===== config.mk =====
export PLATFORM = sky130hd
export DESIGN_NAME = score_tracker
export DESIGN_NICKNAME = d
export VERILOG_FILES = /design/src/rtl/score_tracker.sv
export SDC_FILE = /design/constraint.sdc
export NUM_CORES = 1
export LEC_CHECK = 0
export CAP_MARGIN = 15
export CORE_MARGIN = 4
export CORE_UTILIZATION = 55
export DETAILED_ROUTE_END_ITERATION = 7
export PLACE_DENSITY = 0.91
export SKIP_LAST_GASP = 1
export SYNTH_ARGS = -nofsm -noshare
export SYNTH_HDL_FRONTEND = slang
export SYNTH_SLANG_ARGS = --single-unit

===== constraint.sdc =====
create_clock -name CLOCK_50 -period 5 [get_ports CLOCK_50]
set_input_delay 0.5 -clock CLOCK_50 [delete_from_list [all_inputs] [get_ports CLOCK_50]]
set_output_delay 0.5 -clock CLOCK_50 [all_outputs]
set_load 0.05 [all_outputs]

===== src/rtl/score_tracker.sv =====
// Game-status and BCD score controller feeding the display driver.
// Optional LED blink in OVER is enabled by defining SCORE_BLINK_EN.
module score_tracker #(
  parameter int MAX_SCORE = 32,
  parameter int LIVES     = 10,
  parameter int BLINK_DIV = 25000000
) (
  input  logic             CLOCK_50,
  input  logic             resetn,
  input  logic             start,
  input  logic             userquit,
  input  logic             match,
  input  logic             miss,
  output logic             ingameOn,
  output logic             gameOver,
  output logic [3:0]       hex0hldr,
  output logic [3:0]       hex4hldr,
  output logic [3:0]       hex5hldr,
  output logic [LIVES-1:0] ledrhldr
);

  localparam int LW = $clog2(LIVES + 1);
  localparam logic [3:0]    MAX_T     = 4'(MAX_SCORE / 10);
  localparam logic [3:0]    MAX_O     = 4'(MAX_SCORE % 10);
  localparam logic [LW-1:0] LIVES_INI = LW'(LIVES);

  typedef enum logic [1:0] {S_IDLE, S_PLAY, S_OVER, S_QUIT} state_t;

  state_t          r_state, w_state_next;
  logic            r_start_q, r_quit_q;
  logic [3:0]      r_tens, r_ones, w_tens_next, w_ones_next;
  logic [LW-1:0]   r_lives, w_lives_next;
  logic [3:0]      r_hex0, w_hex0_next;
  logic            r_ingame, r_over;
  logic [LIVES-1:0] r_ledr, w_therm;
  logic            w_start_edge, w_quit_edge, w_blank;

  assign w_start_edge = start & ~r_start_q;
  assign w_quit_edge  = userquit & ~r_quit_q;

  always_comb begin
    w_state_next = r_state;
    w_tens_next  = r_tens;
    w_ones_next  = r_ones;
    w_lives_next = r_lives;
    case (r_state)
      S_PLAY: begin
        // Quit wins over match/miss arriving in the same cycle.
        if (w_quit_edge) begin
          w_state_next = S_QUIT;
        end else begin
          if (match && !(r_tens == MAX_T && r_ones == MAX_O)) begin
            if (r_ones == 4'd9) begin
              w_ones_next = 4'd0;
              w_tens_next = r_tens + 4'd1;
            end else begin
              w_ones_next = r_ones + 4'd1;
            end
          end
          if (miss && r_lives != '0)
            w_lives_next = r_lives - 1'b1;
          if ((w_tens_next == MAX_T && w_ones_next == MAX_O) || w_lives_next == '0)
            w_state_next = S_OVER;
        end
      end
      default: begin
        if (w_start_edge) begin
          w_state_next = S_PLAY;
          w_tens_next  = 4'd0;
          w_ones_next  = 4'd0;
          w_lives_next = LIVES_INI;
        end
      end
    endcase
  end

  always_comb begin
    w_hex0_next = 4'h0;
    case (w_state_next)
      S_PLAY:  w_hex0_next = 4'h1;
      S_OVER:  w_hex0_next = 4'hE;
      S_QUIT:  w_hex0_next = 4'hF;
      default: w_hex0_next = 4'h0;
    endcase
  end

  always_comb begin
    w_therm = '0;
    for (int i = 0; i < LIVES; i++)
      w_therm[i] = (i < int'(w_lives_next));
  end

`ifdef SCORE_BLINK_EN
  localparam int CW = (BLINK_DIV > 1) ? $clog2(BLINK_DIV) : 1;
  logic [CW-1:0] r_blink_cnt, w_blink_cnt_next;
  logic          r_blink, w_blink_next;

  // Phase restarts "on" every time OVER is entered.
  always_comb begin
    w_blink_cnt_next = '0;
    w_blink_next     = 1'b0;
    if (r_state == S_OVER && w_state_next == S_OVER) begin
      if (r_blink_cnt == CW'(BLINK_DIV - 1)) begin
        w_blink_next = ~r_blink;
      end else begin
        w_blink_cnt_next = r_blink_cnt + 1'b1;
        w_blink_next     = r_blink;
      end
    end
  end

  always_ff @(posedge CLOCK_50 or negedge resetn) begin
    if (!resetn) begin
      r_blink_cnt <= '0;
      r_blink     <= 1'b0;
    end else begin
      r_blink_cnt <= w_blink_cnt_next;
      r_blink     <= w_blink_next;
    end
  end

  assign w_blank = w_blink_next;
`else
  assign w_blank = 1'b0;
`endif

  always_ff @(posedge CLOCK_50 or negedge resetn) begin
    if (!resetn) begin
      r_state   <= S_IDLE;
      r_start_q <= 1'b0;
      r_quit_q  <= 1'b0;
      r_tens    <= 4'd0;
      r_ones    <= 4'd0;
      r_lives   <= '0;
      r_hex0    <= 4'h0;
      r_ingame  <= 1'b0;
      r_over    <= 1'b0;
      r_ledr    <= '0;
    end else begin
      r_state   <= w_state_next;
      r_start_q <= start;
      r_quit_q  <= userquit;
      r_tens    <= w_tens_next;
      r_ones    <= w_ones_next;
      r_lives   <= w_lives_next;
      r_hex0    <= w_hex0_next;
      r_ingame  <= (w_state_next == S_PLAY);
      r_over    <= (w_state_next == S_OVER);
      r_ledr    <= (w_state_next == S_PLAY || (w_state_next == S_OVER && !w_blank))
                   ? w_therm : '0;
    end
  end

  assign ingameOn = r_ingame;
  assign gameOver = r_over;
  assign hex0hldr = r_hex0;
  assign hex4hldr = r_ones;
  assign hex5hldr = r_tens;
  assign ledrhldr = r_ledr;

endmodule

==> results of run 1 <==
power breakdown:
group | switching [mW] | internal, mW | leakage [nW]
clock | 0.0844 | 0.0814 | 0.0413
sequential | 0.0738 | 0.318 | 0.352
combinational | 0.529 | 0.265 | 0.423
total | 0.687 | 0.665 | 0.816
cell type report:
class	instances	area [um^2]	share of cell area, %
multi-input cells	103	741	38.7
clock inverters	1	5.00	0.261
repair buffers	30	298	15.6
clock buffers	7	65.1	3.40
well taps	31	38.8	2.03
flip-flops and latches	29	726	37.9
inverters	11	41.3	2.16
sequential cells by signal, indices dropped and copies added (netlist names):
signal / cells
ledrhldr: 10
hex4hldr: 4
hex5hldr: 4
r_lives: 4
r_state: 2
gameOver: 1
hex0hldr: 1
ingameOn: 1
r_quit_q: 1
r_start_q: 1
cells by family (layout without fill, tap and decap cells):
family          Yosys count  in the layout  synth area share, %
fa+ha+maj                 6              6                 4.79
compound gates           52             52                 24.4
buf+inv                  20             49                 6.39
xor+xnor                  1              1                0.559
mux                       3              3                 2.00
simple gates             41             41                 15.6
flops                    29             29                 46.3
layer usage:
layer	track usage, %	vias to the layer above
li1	-	601
met3	7.13	9
met4	10.6	0
met1	24.1	620
met2	36.1	41
met5	0	-
worst reg2reg max path, stage by stage, from the launching register on:
cell                       delay (ps)
sky130_fd_sc_hd__dfrtp_1          480
sky130_fd_sc_hd__inv_1            120
sky130_fd_sc_hd__ha_1             210
sky130_fd_sc_hd__inv_1            110
sky130_fd_sc_hd__o31ai_4          300
sky130_fd_sc_hd__mux2i_1          580
sky130_fd_sc_hd__nor3_1           140
sky130_fd_sc_hd__o31a_1           300
sky130_fd_sc_hd__ha_1             430
sky130_fd_sc_hd__nand2b_1         220
sky130_fd_sc_hd__o21ai_0          120
path summary, 6_finish.rpt:
kind	to	slack, ps	cells past startpoint
worst max-delay path	ledrhldr[6]	1870	10
worst min-delay path	ingameOn	540	2
worst max register to register	ledrhldr[6]	1870	10
worst min register to register	hex5hldr[2]	610	1
max in group asynchronous	ledrhldr[0]	4190	2
min in group CLOCK_50	hex5hldr[2]	610	1
cell usage in the layout, fill, tap and decap left out, types with 2 or more instances in the layout:
| cell | instances |
|---|---|
| sky130_fd_sc_hd__nor2b_1 | 4 |
| sky130_fd_sc_hd__a31oi_1 | 3 |
| sky130_fd_sc_hd__nor3_1 | 2 |
| sky130_fd_sc_hd__nand2b_1 | 7 |
| sky130_fd_sc_hd__a21o_1 | 2 |
| sky130_fd_sc_hd__nand4_1 | 2 |
| sky130_fd_sc_hd__o31ai_1 | 3 |
| sky130_fd_sc_hd__a21oi_1 | 11 |
| sky130_fd_sc_hd__nor2_1 | 9 |
| sky130_fd_sc_hd__ha_1 | 6 |
| sky130_fd_sc_hd__clkbuf_8 | 2 |
| sky130_fd_sc_hd__o21a_1 | 3 |
| sky130_fd_sc_hd__dfrtp_1 | 29 |
| sky130_fd_sc_hd__nand2_1 | 7 |
| sky130_fd_sc_hd__nand3_1 | 3 |
| sky130_fd_sc_hd__a211o_1 | 2 |
| sky130_fd_sc_hd__clkdlybuf4s50_1 | 29 |
| sky130_fd_sc_hd__o21ai_0 | 12 |
| sky130_fd_sc_hd__clkbuf_4 | 5 |
| sky130_fd_sc_hd__a211oi_1 | 2 |
| sky130_fd_sc_hd__mux2i_1 | 2 |
| sky130_fd_sc_hd__inv_1 | 11 |
cells in the mapped netlist, types with 2 or more instances:
library cell / instances / share of area, %
sky130_fd_sc_hd__a211o_1: 2 / 1.1
sky130_fd_sc_hd__a211oi_1: 2 / 0.96
sky130_fd_sc_hd__a21o_1: 2 / 0.96
sky130_fd_sc_hd__a21oi_1: 11 / 3.5
sky130_fd_sc_hd__a31oi_1: 3 / 1.2
sky130_fd_sc_hd__buf_2: 2 / 0.64
sky130_fd_sc_hd__buf_4: 4 / 1.9
sky130_fd_sc_hd__clkbuf_1: 2 / 0.48
sky130_fd_sc_hd__dfrtp_1: 29 / 46
sky130_fd_sc_hd__ha_1: 6 / 4.8
sky130_fd_sc_hd__inv_1: 11 / 2.6
sky130_fd_sc_hd__mux2i_1: 2 / 1.3
sky130_fd_sc_hd__nand2_1: 7 / 1.7
sky130_fd_sc_hd__nand2b_1: 7 / 2.8
sky130_fd_sc_hd__nand3_1: 3 / 0.96
sky130_fd_sc_hd__nand4_1: 2 / 0.80
sky130_fd_sc_hd__nor2_1: 9 / 2.2
sky130_fd_sc_hd__nor2b_1: 4 / 1.6
sky130_fd_sc_hd__nor3_1: 2 / 0.64
sky130_fd_sc_hd__o21a_1: 3 / 1.4
sky130_fd_sc_hd__o21ai_0: 12 / 3.8
sky130_fd_sc_hd__o31ai_1: 3 / 1.4
per-stage QoR:
step	utilization, %	instance area, um^2
finish	70.0	1910
global route	70.0	1910
CTS	70.0	1910
detailed placement	67.5	1840
global placement	67.5	1840
floorplan	-	1570
==> results.py, run 1 <==
metrics = {
    "status": {
        "run_status": "completed",
    },
    "setup_path": {
        "worstSetupStartpoint": "r_lives[0]",
        "worstPathBufferInverterCount": 2,
        "endpoint_kind": "flop",
        "worst-endpoint-required_ps": 5200,
        "crit_path_top_delay_cell": "sky130_fd_sc_hd__mux2i_1",
        "timing.critical_path.slowest_cell_delay_ps": 580,
        "crit-reg2reg-launch": "r_lives[0]",
        "critical-path-top-delay-family": "compound AO/OA/AOI/OAI gates",
        "critical_path_arrival_ps": 3330,
        "critPathLaunchType": "flop",
        "type_of_the_setup_path_with_the_least_slack": "reg -> reg",
        "path_cells": "inv_1 -> ha_1 -> inv_1 -> o31ai_4 -> mux2i_1 -> nor3_1 -> o31a_1 -> ha_1 -> nand2b_1 -> o21ai_0",
        "crit_fanout": 8,
    },
    "clock_network": {
        "cts.repair.resized": 0,
        "htreeDepth": 2,
        "cts_hold_buffers": 0,
        "cts_tree": "yes",
        "clk_root_buffer_cell": "sky130_fd_sc_hd__clkbuf_4",
        "post_cts_setup_inserts": 0,
        "worst_skew_pair.late_latency_ps": 330,
        "tritoncts.num_buffers": 5,
        "clock_tree.buffer_depth": 2,
        "clk_pin_slew_worst_paths_ps": 90,
        "clock_sinks": 29,
    },
    "global_route": {
        "global_route.usage.total_pct": 21.3,
        "initial_antenna_violation_count": 0,
        "overflow": 0,
        "largest_net_degree_at_the_start_of_global_routing": 30,
        "via_count_of_the_first_global_routing_pass": 1272,
        "global_route_wire_length_before_repair_mm": 5.87,
    },
    "cells_and_area": {
        "nFillCells": 202,
        "area_delta_synth_final_pct": 22.2,
        "number_of_antenna_diodes": 0,
        "layout-drive-gt1-share_pct": 9.94,
        "net_count_of_the_finished_layout": 192,
        "finished_layout_cells": 212,
    },
    "yosys": {
        "mappedNetlistNets": 164,
        "post_synth_inst_count": 152,
        "synth_warnings": 0,
        "netlist-cell-type-count": 46,
        "synth_flop_cell": "sky130_fd_sc_hd__dfrtp_1",
        "ys_seq_elements": 29,
        "synth_edf_count": 0,
        "synth-async-reset-ratio_pct": 100,
        "yosysSeqAreaShare_pct": 46.3,
        "synthesis.area_per_instance_um2": 10.3,
        "synth_area_mm2": 0.00157,
    },
    "sta": {
        "worst_hold_slack_ps": 539,
        "fin_crit_ps": 3130,
        "setup_viol": 0,
        "achievable-frequency_mhz": 320,
        "layout_worst_path_cycle_share_pct": 62.5,
        "drv_slew": 0,
        "final_hold_viol_count": 0,
        "finalClockSkew_ps": 9.02,
        "setup_total_negative_slack_ps": 0,
        "slew_headroom_pct": 31.1,
        "worstMarginPinSlew_ps": 1000,
        "worst_slack_ps": 1870,
        "setup_repair_after_global_routing_missed_its_margin": "false",
    },
    "route": {
        "wl_met3_um": 207,
        "met1Wirelength_mm": 1.46,
        "detail_route.wl_per_cell_um": 16.6,
        "antenna_left": 0,
        "detailedRoute.firstIterationViolations": 74,
        "routed-wl-met2_mm": 1.78,
        "average_via_count_per_standard_cell": 6.00,
        "dr.max_layer_used": "met4",
        "drt_drc_violations_left": 0,
        "detail_route.first_pass.iterations": 4,
        "finalWirelength_mm": 3.51,
        "num_vias": 1271,
    },
    "placed_design": {
        "dp.cells": 204,
        "hpwlAfterDp_mm": 2.55,
        "port_buffers": 29,
        "gp_routability_congestion": 0.872,
        "dpl_worst_slack_ps": 1910,
    },
    "die": {
        "die_span_in_x_um": 61.4,
        "dieArea_mm2": 0.00377,
        "fp.coreArea_mm2": 0.00273,
        "initial_cell_density_of_the_core_pct": 57.3,
        "die_y_um": 61.4,
        "rows": 19,
        "io_pins": 30,
    },
    "job": {
        "drv.max_cap_violation_count": 0,
    },
    "power_and_ir_drop": {
        "total_leakage_power_nw": 0.816,
        "power_per_standard_cell_area_mw_per_mm2": 706,
        "power_mw": 1.35,
        "max-vdd-ir-drop_uv": 530,
    },
    "worst_hold_path": {
        "hp-class": "in -> async",
    },
}
(Power assumes the default switching activity.)
==> run 2: changes to the inputs <==
--- a/config.mk
+++ b/config.mk
@@ -7,9 +7,9 @@
 export LEC_CHECK = 0
 export CAP_MARGIN = 15
 export CORE_MARGIN = 4
-export CORE_UTILIZATION = 55
+export CORE_UTILIZATION = 51
 export DETAILED_ROUTE_END_ITERATION = 7
-export PLACE_DENSITY = 0.91
+export PLACE_DENSITY = 0.86
 export SKIP_LAST_GASP = 1
 export SYNTH_ARGS = -nofsm -noshare
 export SYNTH_HDL_FRONTEND = slang
==> constraint.sdc (replaced) <==
create_clock -name CLOCK_50 -period 3 [get_ports CLOCK_50]
set_input_delay 0.3 -clock CLOCK_50 [delete_from_list [all_inputs] [get_ports CLOCK_50]]
set_output_delay 0.3 -clock CLOCK_50 [all_outputs]
set_load 0.05 [all_outputs]
==> run 2 against run 1 <==
  * Critical path depth unchanged
  * Combinational power increased by 69%
  * Fmax rose by 14%
  * Via count decreased by 2.3%
  * Sequential share of layout area shrank 0.54 points
  * Routed wire length fell by 3.0%
  * Register-to-register slack worse by 1600 ps
  * Clock-buffer cell count is 2 lower
  * Sequential power up 66%
  * First-iteration DRC count increased by 19%
  * Utilization decreased by 2.0 points
==> results.py, run 2 (synthesized netlist as in run 1, its figures left out) <==
metrics = {
    "sta": {
        "slew_headroom_pct": 65.9,
        "finalClockSkew_ps": 11.3,
        "fin_crit_ps": 2750,
        "worst_hold_slack_ps": 330,
        "achievable-frequency_mhz": 364,
        "setup_repair_after_global_routing_missed_its_margin": "false",
        "drv_slew": 0,
        "layout_worst_path_cycle_share_pct": 91.6,
        "final_hold_viol_count": 0,
        "setup_viol": 0,
        "worstMarginPinSlew_ps": 510,
        "setup_total_negative_slack_ps": 0,
    },
    "clock_network": {
        "post_cts_setup_inserts": 0,
        "htreeDepth": 2,
        "cts_hold_buffers": 0,
        "clk_pin_slew_worst_paths_ps": 110,
        "cts.repair.resized": 0,
        "clock_tree.buffer_depth": 2,
        "clk_root_buffer_cell": "sky130_fd_sc_hd__clkbuf_4",
        "cts_tree": "yes",
        "tritoncts.num_buffers": 5,
        "clock_sinks": 29,
        "worst_skew_pair.late_latency_ps": 340,
    },
    "cells_and_area": {
        "final_util_pct": 68.1,
        "final_cell_area_mm2": 0.00194,
        "most-common-layout-cells": "sky130_fd_sc_hd__dfrtp_1, sky130_fd_sc_hd__clkdlybuf4s50_1, sky130_fd_sc_hd__o21ai_0",
        "nFillCells": 239,
        "multi_input_area_um2": 741,
        "number_of_antenna_diodes": 0,
        "area_delta_synth_final_pct": 24.0,
        "net_count_of_the_finished_layout": 197,
        "layout-drive-gt1-share_pct": 12.4,
        "sequential_cell_area_um2": 726,
        "flip_flop_count_of_the_largest_register_after_layout": 10,
    },
    "placed_design": {
        "hpwlAfterDp_mm": 2.56,
        "gp_routability_congestion": 0.829,
        "port_buffers": 29,
        "placed_cell_area_mm2": 0.00188,
    },
    "setup_path": {
        "reg2reg_slack_ps": 250,
        "crit-reg2reg-launch": "r_lives[0]",
        "type_of_the_setup_path_with_the_least_slack": "reg -> reg",
        "critPathLaunchType": "flop",
        "crit_fanout": 8,
        "endpoint_kind": "flop",
        "reg2reg_to": "ledrhldr[6]",
        "critical_path_arrival_ps": 2970,
        "worst_r2r_path_depth": 10,
        "worst-endpoint-required_ps": 3220,
    },
    "die": {
        "die_y_um": 63.4,
        "io_pins": 30,
        "initial_cell_density_of_the_core_pct": 54.9,
        "dieArea_mm2": 0.00402,
        "die_span_in_x_um": 63.4,
        "rows": 19,
        "fp.coreArea_mm2": 0.00285,
    },
    "worst_hold_path": {
        "hp-class": "in -> async",
    },
    "route": {
        "drt_drc_violations_left": 0,
        "antenna_left": 0,
        "finalWirelength_mm": 3.41,
        "detail_route.wl_per_cell_um": 15.7,
        "detail_route.first_pass.iterations": 4,
        "num_vias": 1242,
        "detailedRoute.firstIterationViolations": 88,
        "average_via_count_per_standard_cell": 5.72,
    },
    "status": {
        "run_status": "completed",
    },
    "global_route": {
        "overflow": 0,
        "largest_net_degree_at_the_start_of_global_routing": 30,
        "global_route.usage.total_pct": 18.8,
        "global_route_wire_length_before_repair_mm": 6.00,
        "via_count_of_the_first_global_routing_pass": 1329,
        "initial_antenna_violation_count": 0,
    },
    "job": {
        "drv.max_cap_violation_count": 0,
    },
    "power_and_ir_drop": {
        "total_leakage_power_nw": 0.823,
        "power_per_standard_cell_area_mw_per_mm2": 1150,
        "max-vdd-ir-drop_uv": 787,
    },
}
-- run 2: power by group --
| group | internal [mW] | leakage [nW] | switching, mW | total [mW] |
|---|---|---|---|---|
| combinational | 0.474 | 0.447 | 0.871 | 1.34 |
| clock | 0.0904 | 0.0234 | 0.150 | 0.241 |
| sequential | 0.530 | 0.352 | 0.120 | 0.650 |
-- run 2: worst max-delay path, stage by stage, from the launching register on --
cell and delay [ps]:
sky130_fd_sc_hd__dfrtp_1 480, sky130_fd_sc_hd__inv_1 100, sky130_fd_sc_hd__ha_1 200, sky130_fd_sc_hd__inv_1 110, sky130_fd_sc_hd__o31ai_4 290, sky130_fd_sc_hd__mux2i_1 340
sky130_fd_sc_hd__nor3_1 110, sky130_fd_sc_hd__o31a_1 290, sky130_fd_sc_hd__ha_1 410, sky130_fd_sc_hd__nand2b_1 190, sky130_fd_sc_hd__o21ai_0 100
-- run 2: worst max path at each step --
stage	from	end	slack (ps)
2_1_floorplan	r_lives[0]	ledrhldr[6]	300
3_3_place_gp	match	ledrhldr[8]	380
3_5_place_dp	match	ledrhldr[9]	270
4_1_cts	r_lives[0]	ledrhldr[6]	250
5_1_grt	r_lives[0]	ledrhldr[6]	50
6_report	r_lives[0]	ledrhldr[6]	250
-- run 2: layout make-up --
| class | instances | area share [%] |
|---|---|---|
| clock inverters | 3 | 1.16 |
| clock buffers | 5 | 1.93 |
| inverters | 11 | 2.13 |
| multi-input cells | 103 | 38.1 |
| well taps | 31 | 2.00 |
| flip-flops and latches | 29 | 37.4 |
| repair buffers | 35 | 17.3 |
-- run 2: stage by stage --
step | std cells | worst slack (ps) | power (mW)
after floorplan | 152 | 303 | 1.62
after global placement | 209 | 379 | 1.97
after detailed placement | 209 | 269 | 2.01
after CTS | 217 | 249 | 2.25
after global routing | 217 | 50.7 | 2.40
final | 217 | 251 | 2.24
-- run 2: layer usage --
metal	up-vias	track usage (%)	wire length (um)	part of all wire, %
met3	2	6.39	203	6.0
met4	0	5.39	29	0.85
met1	584	22.2	1490	44
li1	618	-	-	-
met2	38	32.3	1690	50
met5	-	0	0	0
